**src/rtl/ps2_pkg.sv**
```systemverilog
// Shared types and constants for the PS/2 keyboard decoder.
package ps2_pkg;

  localparam logic [7:0] PS2_EXT_PREFIX = 8'hE0;
  localparam logic [7:0] PS2_BRK_PREFIX = 8'hF0;

  // Prefix FSM: which of E0 / F0 have been seen since the last emitted key.
  typedef enum logic [1:0] {
    StIdle,
    StExt,
    StBrk,
    StExtBrk
  } ps2_state_e;

  // Decoded key event; 'rel' is the key-release flag (release is a keyword).
  typedef struct packed {
    logic       ext;
    logic       rel;
    logic [7:0] code;
  } ps2_event_t;

  // Odd parity holds when the 8 data bits plus parity bit have odd weight.
  function automatic logic ps2_odd_parity_ok(input logic [8:0] bits);
    return ^bits;
  endfunction

endpackage

```
**src/rtl/ps2_event_fifo.sv**
```systemverilog
// Synchronous event FIFO with occupancy count and sticky overflow flag.
module ps2_event_fifo
  import ps2_pkg::*;
#(
  parameter int unsigned FIFO_DEPTH = 8
) (
  input  logic                            i_clk,
  input  logic                            i_rst_n,
  input  logic                            i_wr_en,
  input  ps2_event_t                      i_wr_data,
  input  logic                            i_rd_en,
  output ps2_event_t                      o_rd_data,
  output logic                            o_empty,
  output logic [$clog2(FIFO_DEPTH+1)-1:0] o_count,
  output logic                            o_overflow
);

  localparam int unsigned AW = $clog2(FIFO_DEPTH);
  localparam int unsigned CW = $clog2(FIFO_DEPTH + 1);

  ps2_event_t    r_mem [FIFO_DEPTH];
  logic [AW-1:0] r_wr_ptr;
  logic [AW-1:0] r_rd_ptr;
  logic [CW-1:0] r_count;
  logic          r_overflow;
  logic          w_full;
  logic          w_empty;
  logic          w_rd;
  logic          w_wr;

  // A read frees a slot in the same cycle, so a full FIFO still accepts a write.
  always_comb begin
    w_full  = (r_count == CW'(FIFO_DEPTH));
    w_empty = (r_count == '0);
    w_rd    = i_rd_en & ~w_empty;
    w_wr    = i_wr_en & (~w_full | w_rd);
  end

  // Pointers, occupancy and sticky overflow.
  always_ff @(posedge i_clk or negedge i_rst_n) begin
    if (!i_rst_n) begin
      r_wr_ptr   <= '0;
      r_rd_ptr   <= '0;
      r_count    <= '0;
      r_overflow <= 1'b0;
    end else begin
      if (w_wr) r_wr_ptr <= r_wr_ptr + AW'(1);
      if (w_rd) r_rd_ptr <= r_rd_ptr + AW'(1);
      case ({w_wr, w_rd})
        2'b10:   r_count <= r_count + CW'(1);
        2'b01:   r_count <= r_count - CW'(1);
        default: r_count <= r_count;
      endcase
      if (i_wr_en && w_full && !w_rd) r_overflow <= 1'b1;
    end
  end

  // Storage array; contents need no reset since the head is gated by empty.
  always_ff @(posedge i_clk) begin
    if (w_wr) r_mem[r_wr_ptr] <= i_wr_data;
  end

  assign o_rd_data  = r_mem[r_rd_ptr];
  assign o_empty    = w_empty;
  assign o_count    = r_count;
  assign o_overflow = r_overflow;

endmodule

```
**src/rtl/ps2_key_decoder.sv**
```systemverilog
// PS/2 keyboard receiver: synchronises the lines, frames 11-bit words, folds
// E0/F0 prefixes into key events and buffers them in a FIFO.
// Optional parity checking is enabled by defining PS2_PARITY_CHECK_EN.
module ps2_key_decoder
  import ps2_pkg::*;
#(
  parameter int unsigned SYNC_STAGES    = 3,
  parameter int unsigned TIMEOUT_CYCLES = 50000,
  parameter int unsigned FIFO_DEPTH     = 8
) (
  input  logic                            i_clk,
  input  logic                            i_rst_n,
  input  logic                            i_ps2_clk,
  input  logic                            i_ps2_data,
  output logic [7:0]                      o_ev_code,
  output logic                            o_ev_ext,
  output logic                            o_ev_release,
  output logic                            o_ev_valid,
  input  logic                            i_ev_ready,
  output logic [$clog2(FIFO_DEPTH+1)-1:0] o_fifo_count,
  output logic                            o_overflow,
  output logic                            o_frame_err,
  output logic                            o_parity_err
);

  localparam int unsigned TW = $clog2(TIMEOUT_CYCLES + 1);

  logic [SYNC_STAGES-1:0] r_clk_sync;
  logic [SYNC_STAGES-1:0] r_data_sync;
  logic                   r_clk_prev;
  logic                   r_strobe;
  logic                   r_bit;
  logic [3:0]             r_bit_cnt;
  logic [9:0]             r_shift;
  logic [TW-1:0]          r_to_cnt;
  logic                   r_frame_err;
  ps2_state_e             r_state;
  ps2_state_e             w_state_d;
  logic                   r_emit;
  ps2_event_t             r_emit_ev;
  logic                   w_emit;
  ps2_event_t             w_emit_ev;
  logic                   w_frame_done;
  logic                   w_framing_ok;
  logic                   w_par_ok;
  logic                   w_byte_ok;
  logic                   w_timeout;
  logic [7:0]             w_byte;
  ps2_event_t             w_head;
  logic                   w_empty;

  // Synchronisers idle high so reset release never fakes a falling edge.
  always_ff @(posedge i_clk or negedge i_rst_n) begin
    if (!i_rst_n) begin
      r_clk_sync  <= '1;
      r_data_sync <= '1;
      r_clk_prev  <= 1'b1;
      r_strobe    <= 1'b0;
      r_bit       <= 1'b1;
    end else begin
      r_clk_sync  <= {r_clk_sync[SYNC_STAGES-2:0], i_ps2_clk};
      r_data_sync <= {r_data_sync[SYNC_STAGES-2:0], i_ps2_data};
      r_clk_prev  <= r_clk_sync[SYNC_STAGES-1];
      r_strobe    <= r_clk_prev & ~r_clk_sync[SYNC_STAGES-1];
      r_bit       <= r_data_sync[SYNC_STAGES-1];
    end
  end

  // Frame fields: r_shift[0]=start, [8:1]=data, [9]=parity; r_bit is the stop bit.
  always_comb begin
    w_frame_done = r_strobe && (r_bit_cnt == 4'd10);
    w_framing_ok = ~r_shift[0] & r_bit;
    w_byte       = r_shift[8:1];
    w_timeout    = !r_strobe && (r_bit_cnt != 4'd0) && (r_to_cnt == TW'(TIMEOUT_CYCLES - 1));
  end

`ifdef PS2_PARITY_CHECK_EN
  assign w_par_ok = ps2_odd_parity_ok(r_shift[9:1]);
`else
  assign w_par_ok = 1'b1;
`endif

  assign w_byte_ok = w_frame_done & w_framing_ok & w_par_ok;

  // Bit counter, LSB-first shifter and in-frame idle timeout.
  always_ff @(posedge i_clk or negedge i_rst_n) begin
    if (!i_rst_n) begin
      r_bit_cnt <= '0;
      r_shift   <= '0;
      r_to_cnt  <= '0;
    end else begin
      if (r_strobe) begin
        r_shift   <= {r_bit, r_shift[9:1]};
        r_bit_cnt <= (r_bit_cnt == 4'd10) ? 4'd0 : r_bit_cnt + 4'd1;
        r_to_cnt  <= '0;
      end else if (r_bit_cnt == 4'd0 || w_timeout) begin
        r_bit_cnt <= '0;
        r_to_cnt  <= '0;
      end else begin
        r_to_cnt  <= r_to_cnt + TW'(1);
      end
    end
  end

  // Prefix FSM state register.
  always_ff @(posedge i_clk or negedge i_rst_n) begin
    if (!i_rst_n) r_state <= StIdle;
    else          r_state <= w_state_d;
  end

  // Prefix FSM next state and event emission.
  always_comb begin
    w_state_d = r_state;
    w_emit    = 1'b0;
    w_emit_ev = '0;
    if (w_timeout) begin
      w_state_d = StIdle;
    end else if (w_byte_ok) begin
      if (w_byte == PS2_EXT_PREFIX) begin
        w_state_d = StExt;
      end else if (w_byte == PS2_BRK_PREFIX) begin
        case (r_state)
          StIdle:  w_state_d = StBrk;
          StExt:   w_state_d = StExtBrk;
          default: w_state_d = r_state;
        endcase
      end else begin
        w_emit         = 1'b1;
        w_emit_ev.code = w_byte;
        w_emit_ev.ext  = (r_state == StExt) || (r_state == StExtBrk);
        w_emit_ev.rel  = (r_state == StBrk) || (r_state == StExtBrk);
        w_state_d      = StIdle;
      end
    end
  end

  // Registered emit stage and error pulses.
  always_ff @(posedge i_clk or negedge i_rst_n) begin
    if (!i_rst_n) begin
      r_emit      <= 1'b0;
      r_emit_ev   <= '0;
      r_frame_err <= 1'b0;
    end else begin
      r_emit      <= w_emit;
      r_emit_ev   <= w_emit_ev;
      r_frame_err <= (w_frame_done & ~w_framing_ok) | w_timeout;
    end
  end

`ifdef PS2_PARITY_CHECK_EN
  logic r_parity_err;

  // Parity failure on an otherwise well-framed word.
  always_ff @(posedge i_clk or negedge i_rst_n) begin
    if (!i_rst_n) r_parity_err <= 1'b0;
    else          r_parity_err <= w_frame_done & w_framing_ok & ~w_par_ok;
  end

  assign o_parity_err = r_parity_err;
`else
  assign o_parity_err = 1'b0;
`endif

  ps2_event_fifo #(
    .FIFO_DEPTH (FIFO_DEPTH)
  ) u_fifo (
    .i_clk      (i_clk),
    .i_rst_n    (i_rst_n),
    .i_wr_en    (r_emit),
    .i_wr_data  (r_emit_ev),
    .i_rd_en    (i_ev_ready),
    .o_rd_data  (w_head),
    .o_empty    (w_empty),
    .o_count    (o_fifo_count),
    .o_overflow (o_overflow)
  );

  // Head outputs read as zero while the FIFO is empty.
  always_comb begin
    o_ev_valid   = ~w_empty;
    o_ev_code    = o_ev_valid ? w_head.code : 8'h00;
    o_ev_ext     = o_ev_valid & w_head.ext;
    o_ev_release = o_ev_valid & w_head.rel;
  end

  assign o_frame_err = r_frame_err;

endmodule

```
**config.mk**
```make
export PLATFORM = sky130hd
export DESIGN_NAME = ps2_key_decoder
export DESIGN_NICKNAME = d
export VERILOG_FILES = /design/src/rtl/ps2_pkg.sv /design/src/rtl/ps2_event_fifo.sv /design/src/rtl/ps2_key_decoder.sv
export SDC_FILE = /design/constraint.sdc
export NUM_CORES = 1
export LEC_CHECK = 0
export CORE_MARGIN = 3
export CORE_UTILIZATION = 50
export DETAILED_ROUTE_END_ITERATION = 12
export PLACE_DENSITY = 0.77
export SYNTH_ARGS = -nofsm -noshare
export SYNTH_HDL_FRONTEND = slang
export SYNTH_SLANG_ARGS = --single-unit
```
**constraint.sdc**
```tcl
create_clock -name i_clk -period 4.6 [get_ports i_clk]
set_input_delay 0.46 -clock i_clk [delete_from_list [all_inputs] [get_ports i_clk]]
set_output_delay 0.46 -clock i_clk [all_outputs]
set_load 0.02 [all_outputs]
```
==> results.sh, run 1 <==
export IMPL_status="complete, no violations"
export IMPL_synth_main_ff_cell="edfxtp_1"
export IMPL_postCtsSetupRepairBufs=0
export IMPL_place_inst=516
export IMPL_path_max_fanout=12
export IMPL_ys_types=49
export IMPL_htree_levels=4
export IMPL_p_leak_nw=2.62
export IMPL_p_per_area_nw_per_um2=532
export IMPL_fmax_mhz=301
export IMPL_synth_net_count=378
export IMPL_synth_top_area_share_pct=41.2
export IMPL_timing_final_max_slew_violations=0
export IMPL_syn_area_per_cell_um2=16.0
export IMPL_track_usage_pct=16.7
export IMPL_worst_pin_slew_ns=1.16
export IMPL_wl_per_cell_um=18.0
export IMPL_antenna_found_initial=0
export IMPL_top_layer_used="met4"
export IMPL_drc_errors=0
export IMPL_floorplan_initialDensity_pct=52.4
export IMPL_fin_crit_sh_pct=72.1
export IMPL_critPathRequiredTime_ns=4.14
export IMPL_wl_um=9890
export IMPL_numCtsBuffers=17
export IMPL_antenna_cells=0
export IMPL_maxCapViolCount=0
export IMPL_gr_total_overflow=0
export IMPL_tns_ns=0
export IMPL_worst_setup_path_start_kind="register"
export IMPL_dr_wl_met2_um=5130
export IMPL_r2r_start="u_fifo.o_count[2]"
export IMPL_clk_path_buf_depth=2
export IMPL_finish_net_count=410
export IMPL_tritoncts="yes"
export IMPL_gp_congestion=0.733
export IMPL_async_flop_share_pct=44.4
export IMPL_synth_seq_cells=144
export IMPL_hold_viol=0
export IMPL_ir_worst_vdd_mv=0.538
export IMPL_yosys_top_cells_area="edfxtp_1 41%, dfrtp_1 24%, mux4_2 7.7%, dfstp_2 3.6%, xor2_1 2.4%"
export IMPL_wl_met3_um=377
export IMPL_die_h_um=114
export IMPL_hold_start="r_clk_sync[1]"
export IMPL_wl_met1_um=4220
export IMPL_cts_hold_buf=1
export IMPL_fin_cells=549
export IMPL_startpoint="u_fifo.r_rd_ptr[0]"
export IMPL_period_needed_ns=3.32
export IMPL_grt_pass1_vias=3094
export IMPL_hpwl_um=6250
export IMPL_hold_path_class="reg -> reg"
export IMPL_worstPathArrival_ns=2.86
export IMPL_finalClockSkew_ns=0.00592
export IMPL_power_total_mw=3.60
export IMPL_synth_largest_area_cell="edfxtp_1"
export IMPL_drive_above_1_share_pct=21.0
export IMPL_core_um2=11100
export IMPL_insertion_delay_ns=0.42
export IMPL_cts_sinks=144
export IMPL_rsz0062_at_grt="no"
export IMPL_vias=3049
export IMPL_viasPerCell=5.55
export IMPL_synthesis_area_um2=5830
export IMPL_fin_hold_ws_ns=0.354
export IMPL_rows=38
export IMPL_max_slew_margin_rel_pct=22.6
export IMPL_drt_iter0_drc=206
export IMPL_seq_area_frac_synth_pct=68.9
export IMPL_io_buffers=21
export IMPL_postSynthCellCount=364
export IMPL_ys_warn_count=0
export IMPL_critPathKind="reg -> out"
export IMPL_drt_pass1_iter_count=4
export IMPL_cts_root_buffer="clkbuf_16"
export IMPL_die_area_um2=13000
export IMPL_grt_pass1_wl_um=16200
export IMPL_dieWidth_um=114
export IMPL_synth_edf_count=80
export IMPL_syn2layout_area_growth_pct=16.1
export IMPL_grt_start_max_net_pins=47
export IMPL_fill_cells=823
export IMPL_setup_viol=0
export IMPL_io_pins=23
export IMPL_critPathCaptureType="output port"
export IMPL_path_clk_slew_ns=0.05
export IMPL_postRouteAntennaNets=0
export IMPL_cts_resized=0
-- layout by cell type, fill, tap and decap left out, types with 10 or more instances in the layout --
master / n
and2_1: 12
clkbuf_16: 18
clkdlybuf4s50_1: 20
dfrtp_1: 56
edfxtp_1: 80
mux2_2: 11
mux2i_1: 10
mux4_2: 20
nand2_1: 10
nor2_1: 37
xor2_1: 16
-- Yosys cell counts (all sizes together) (9+ instances only) --
| cell | n |
|---|---|
| and2 | 12 |
| dfrtp | 56 |
| edfxtp | 80 |
| ha | 9 |
| mux2 | 12 |
| mux2i | 10 |
| mux4 | 20 |
| nand2 | 11 |
| nor2 | 38 |
| xor2 | 16 |
-- critical path, cell delays in order (launching register included) --
cell	delay, ns
dfrtp_1	0.78
buf_4	0.37
mux4_2	0.53
mux2i_1	0.16
nor2_1	0.05
clkdlybuf4s50_1	0.54
-- final timing paths --
check | endpoint | slack [ns] | cells past startpoint
max in group asynchronous | u_fifo.r_rd_ptr[1] | 3.19 | 3
worst min register to register | r_clk_sync[2] | 0.35 | 0
worst min-delay path | r_clk_sync[2] | 0.35 | 0
worst max-delay path | o_ev_ext | 1.28 | 5
worst max register to register | u_fifo.o_count[2] | 1.92 | 12
min in group asynchronous | r_to_cnt[6] | 0.50 | 2
-- sequential cells by signal, summed over array words and instances (netlist names) --
signal and flops:
o_frame_err 1, u_fifo.r_rd_ptr 3, r_to_cnt 16, u_fifo.o_overflow 1, u_fifo.o_count 4, r_shift 10, r_data_sync 3, r_emit_ev 10
u_fifo.r_mem 80, r_emit 1, r_state 2, u_fifo.r_wr_ptr 3, r_bit 1, r_strobe 1, r_clk_sync 3, r_clk_prev 1
r_bit_cnt 4
-- per-stage QoR --
stage / area, um2 / utilization (%) / worst slack [ns]
2_1_floorplan: 5830 / - / 2.19
3_3_place_gp: 6180 / 55.5 / 1.66
3_5_place_dp: 6180 / 55.5 / 1.64
4_1_cts: 6760 / 60.8 / 1.19
5_1_grt: 6760 / 60.8 / 1.02
6_report: 6760 / 60.8 / 1.28
-- cell families (layout without fill, tap and decap cells) --
group	after synthesis	count (layout)	share of synthesized area [%]
multiplexers	42	42	11.8
buffers and inverters	19	64	1.48
flip-flops	144	144	68.9
AO/OA/AOI/OAI	21	21	2.32
XOR/XNOR	21	21	3.16
other	1	1	0.0644
adder cells (fa/ha/maj)	9	9	1.93
AND/OR/NAND/NOR	107	107	10.3
-- layer usage --
| metal | vias up | global-route usage, % |
|---|---|---|
| met5 | - | 0 |
| li1 | 1404 | - |
| met2 | 72 | 28.3 |
| met3 | 15 | 5.46 |
| met1 | 1558 | 20.3 |
| met4 | 0 | 5.62 |
-- area by class of cell --
class                           count  area (um2)  area share (%)
Clock buffer                       22         495            7.33
Clock inverter                     10        82.6            1.22
Inverter                            8        30.0           0.444
Multi-Input combinational cell    201        1740            25.7
Sequential cell                   144        4010            59.3
Tap cell                          140         175            2.59
Timing Repair Buffer               24         230            3.40
-- power breakdown --
| part | internal, mW | total [mW] | switching [mW] | leakage [nW] |
|---|---|---|---|---|
| clock | 0.812 | 1.31 | 0.502 | 0.281 |
| sequential | 1.44 | 1.62 | 0.178 | 1.61 |
| combinational | 0.370 | 0.668 | 0.298 | 0.730 |
Power figures use the tool's default switching activity.
==> run 2, diff against run 1 <==
- PLACE_DENSITY: 0.77 -> 0.79
- clock period: 4.6 -> 2.95 ns (I/O delays scaled with it)
==> run 2 against run 1 <==
Against the previous run:
- worst setup slack got worse by 1.0 ns
- die area did not move
- worst hold slack got worse by 0.056 ns
- global-route usage fell by 0.58 points
- clock skew rose by 0.0062 ns
- sequential share of layout area fell by 0.36 points
- largest power group unchanged
==> results.sh, run 2 (synthesis gave the netlist of run 1 again) <==
export IMPL_status="complete, no violations"
export IMPL_antenna_cells=0
export IMPL_multi_input_area_um2=1730
export IMPL_fmax_mhz=372
export IMPL_worst_pin_slew_ns=0.707
export IMPL_syn2layout_area_growth_pct=16.8
export IMPL_htree_levels=4
export IMPL_path_max_fanout=11
export IMPL_drc_errors=0
export IMPL_tns_ns=0
export IMPL_critPathKind="reg -> out"
export IMPL_clk_path_buf_depth=2
export IMPL_period_needed_ns=2.69
export IMPL_final_common_cell="edfxtp_1"
export IMPL_dieWidth_um=114
export IMPL_setup_viol=0
export IMPL_r2r_slack_ns=0.50
export IMPL_p_per_area_nw_per_um2=804
export IMPL_viasPerCell=5.38
export IMPL_worst_setup_path_start_kind="register"
export IMPL_postRouteAntennaNets=0
export IMPL_rows=38
export IMPL_rsz0062_at_grt="no"
export IMPL_cts_hold_buf=1
export IMPL_gr_total_overflow=0
export IMPL_fin_crit_sh_pct=91.1
export IMPL_track_usage_pct=16.1
export IMPL_grt_start_max_net_pins=37
export IMPL_final_cell_mix="80 x edfxtp_1, 56 x dfrtp_1, 37 x nor2_1"
export IMPL_hold_viol=0
export IMPL_core_um2=11100
export IMPL_fin_cells=560
export IMPL_hold_path_end="r_clk_sync[0]"
export IMPL_r2r_end="u_fifo.o_count[2]"
export IMPL_grt_pass1_wl_um=15800
export IMPL_max_slew_margin_rel_pct=52.9
export IMPL_antenna_found_initial=0
export IMPL_timing_final_max_slew_violations=0
export IMPL_whs_path_depth=1
export IMPL_io_buffers=21
export IMPL_numCtsBuffers=17
export IMPL_postCtsSetupRepairBufs=0
export IMPL_largest_reg_flops=80
export IMPL_drt_pass1_iter_count=5
export IMPL_hpwl_um=6180
export IMPL_insertion_delay_ns=0.41
export IMPL_fin_hold_ws_ns=0.298
export IMPL_critPathCaptureType="output port"
export IMPL_gp_congestion=0.747
export IMPL_die_area_um2=13000
export IMPL_ir_worst_vdd_mv=0.493
export IMPL_cts_root_buffer="clkbuf_16"
export IMPL_floorplan_initialDensity_pct=52.4
export IMPL_largest_register="u_fifo.r_mem"
export IMPL_hold_start="i_ps2_clk"
export IMPL_finish_net_count=421
export IMPL_io_pins=23
export IMPL_hold_path_class="in -> reg"
export IMPL_r2r_start="u_fifo.o_count[2]"
export IMPL_finalClockSkew_ns=0.0121
export IMPL_wl_per_cell_um=16.9
export IMPL_path_clk_slew_ns=0.05
export IMPL_worstPathArrival_ns=2.39
export IMPL_vias=3014
export IMPL_tritoncts="yes"
export IMPL_grt_pass1_vias=3163
export IMPL_place_inst=527
export IMPL_maxCapViolCount=0
export IMPL_p_leak_nw=2.67
export IMPL_fill_cells=819
export IMPL_cts_resized=0
export IMPL_r2r_cells=12
export IMPL_setup_ws_ns=0.263
export IMPL_critPathRequiredTime_ns=2.65
export IMPL_wl_um=9460
export IMPL_reg_top3="u_fifo.r_mem (80), r_to_cnt (16)"
export IMPL_drt_iter0_drc=157
export IMPL_regArea_um2=4010
export IMPL_dp_slack_ns=0.482
export IMPL_cts_sinks=144
export IMPL_die_h_um=114
export IMPL_drive_above_1_share_pct=21.7
-- run 2: changes by cell type in the layout (fill, tap and decap cells not counted) --
| cell | change |
|---|---|
| buf_4 | +11 |
| clkbuf_1 | +5 |
| clkinvlp_4 | -2 |
| nor3_1 | +2 |
| nor3_2 | -2 |
| clkbuf_16 | -1 |
| clkinv_1 | -1 |
| inv_4 | -1 |
-- run 2: how the worst max path moves through the flow --
| stage | slack (ns) | end | cells past startpoint | from |
|---|---|---|---|---|
| final | 0.26 | o_ev_code[2] | 5 | u_fifo.r_rd_ptr[0] |
| after global routing | 0.11 | o_ev_code[4] | 5 | u_fifo.r_rd_ptr[0] |
| after CTS | 0.21 | o_ev_ext | 5 | u_fifo.r_rd_ptr[0] |
| after detailed placement | 0.48 | u_fifo.o_count[2] | 10 | i_ev_ready |
| after global placement | 0.55 | u_fifo.o_count[2] | 10 | i_ev_ready |
| after floorplan | 0.54 | u_fifo.o_count[2] | 12 | u_fifo.o_count[2] |
-- run 2: worst max-delay path, stage by stage (launching register included) --
cell and delay, ns:
dfrtp_1 0.42, buf_4 0.28, mux4_2 0.54, mux2i_1 0.15, nor2_1 0.07, clkdlybuf4s50_1 0.53
-- run 2: stage by stage --
stage / utilization [%] / area (um2) / total power, mW
finish: 61.2 / 6810 / 5.47
global route: 61.2 / 6810 / 5.74
CTS: 61.2 / 6810 / 5.54
detailed placement: 56.2 / 6250 / 3.59
global placement: 56.2 / 6250 / 3.55
floorplan: - / 5830 / 3.20
-- run 2: cell type report --
cell class              count  share of cell area [%]
well taps                 140                    2.57
clock buffers              26                    7.19
inverters                   8                   0.441
multi-input cells         201                    25.4
clock inverters             6                   0.846
flip-flops and latches    144                    59.0
repair buffers             35                    4.60
-- run 2: power by group --
group	leakage (nW)	total [mW]	switching (mW)	internal, mW
Combinational	0.779	1.10	0.534	0.563
Sequential	1.62	2.44	0.192	2.25
Clock	0.268	1.93	0.714	1.22
-- run 2: layer usage --
layer  track usage [%]  vias up  wire (um)
met3              4.30        5        301
met4              6.10        0         54
met2              27.3       43       5140
met5                 0        -          0
li1                  -     1435          -
met1              20.0     1531       3960
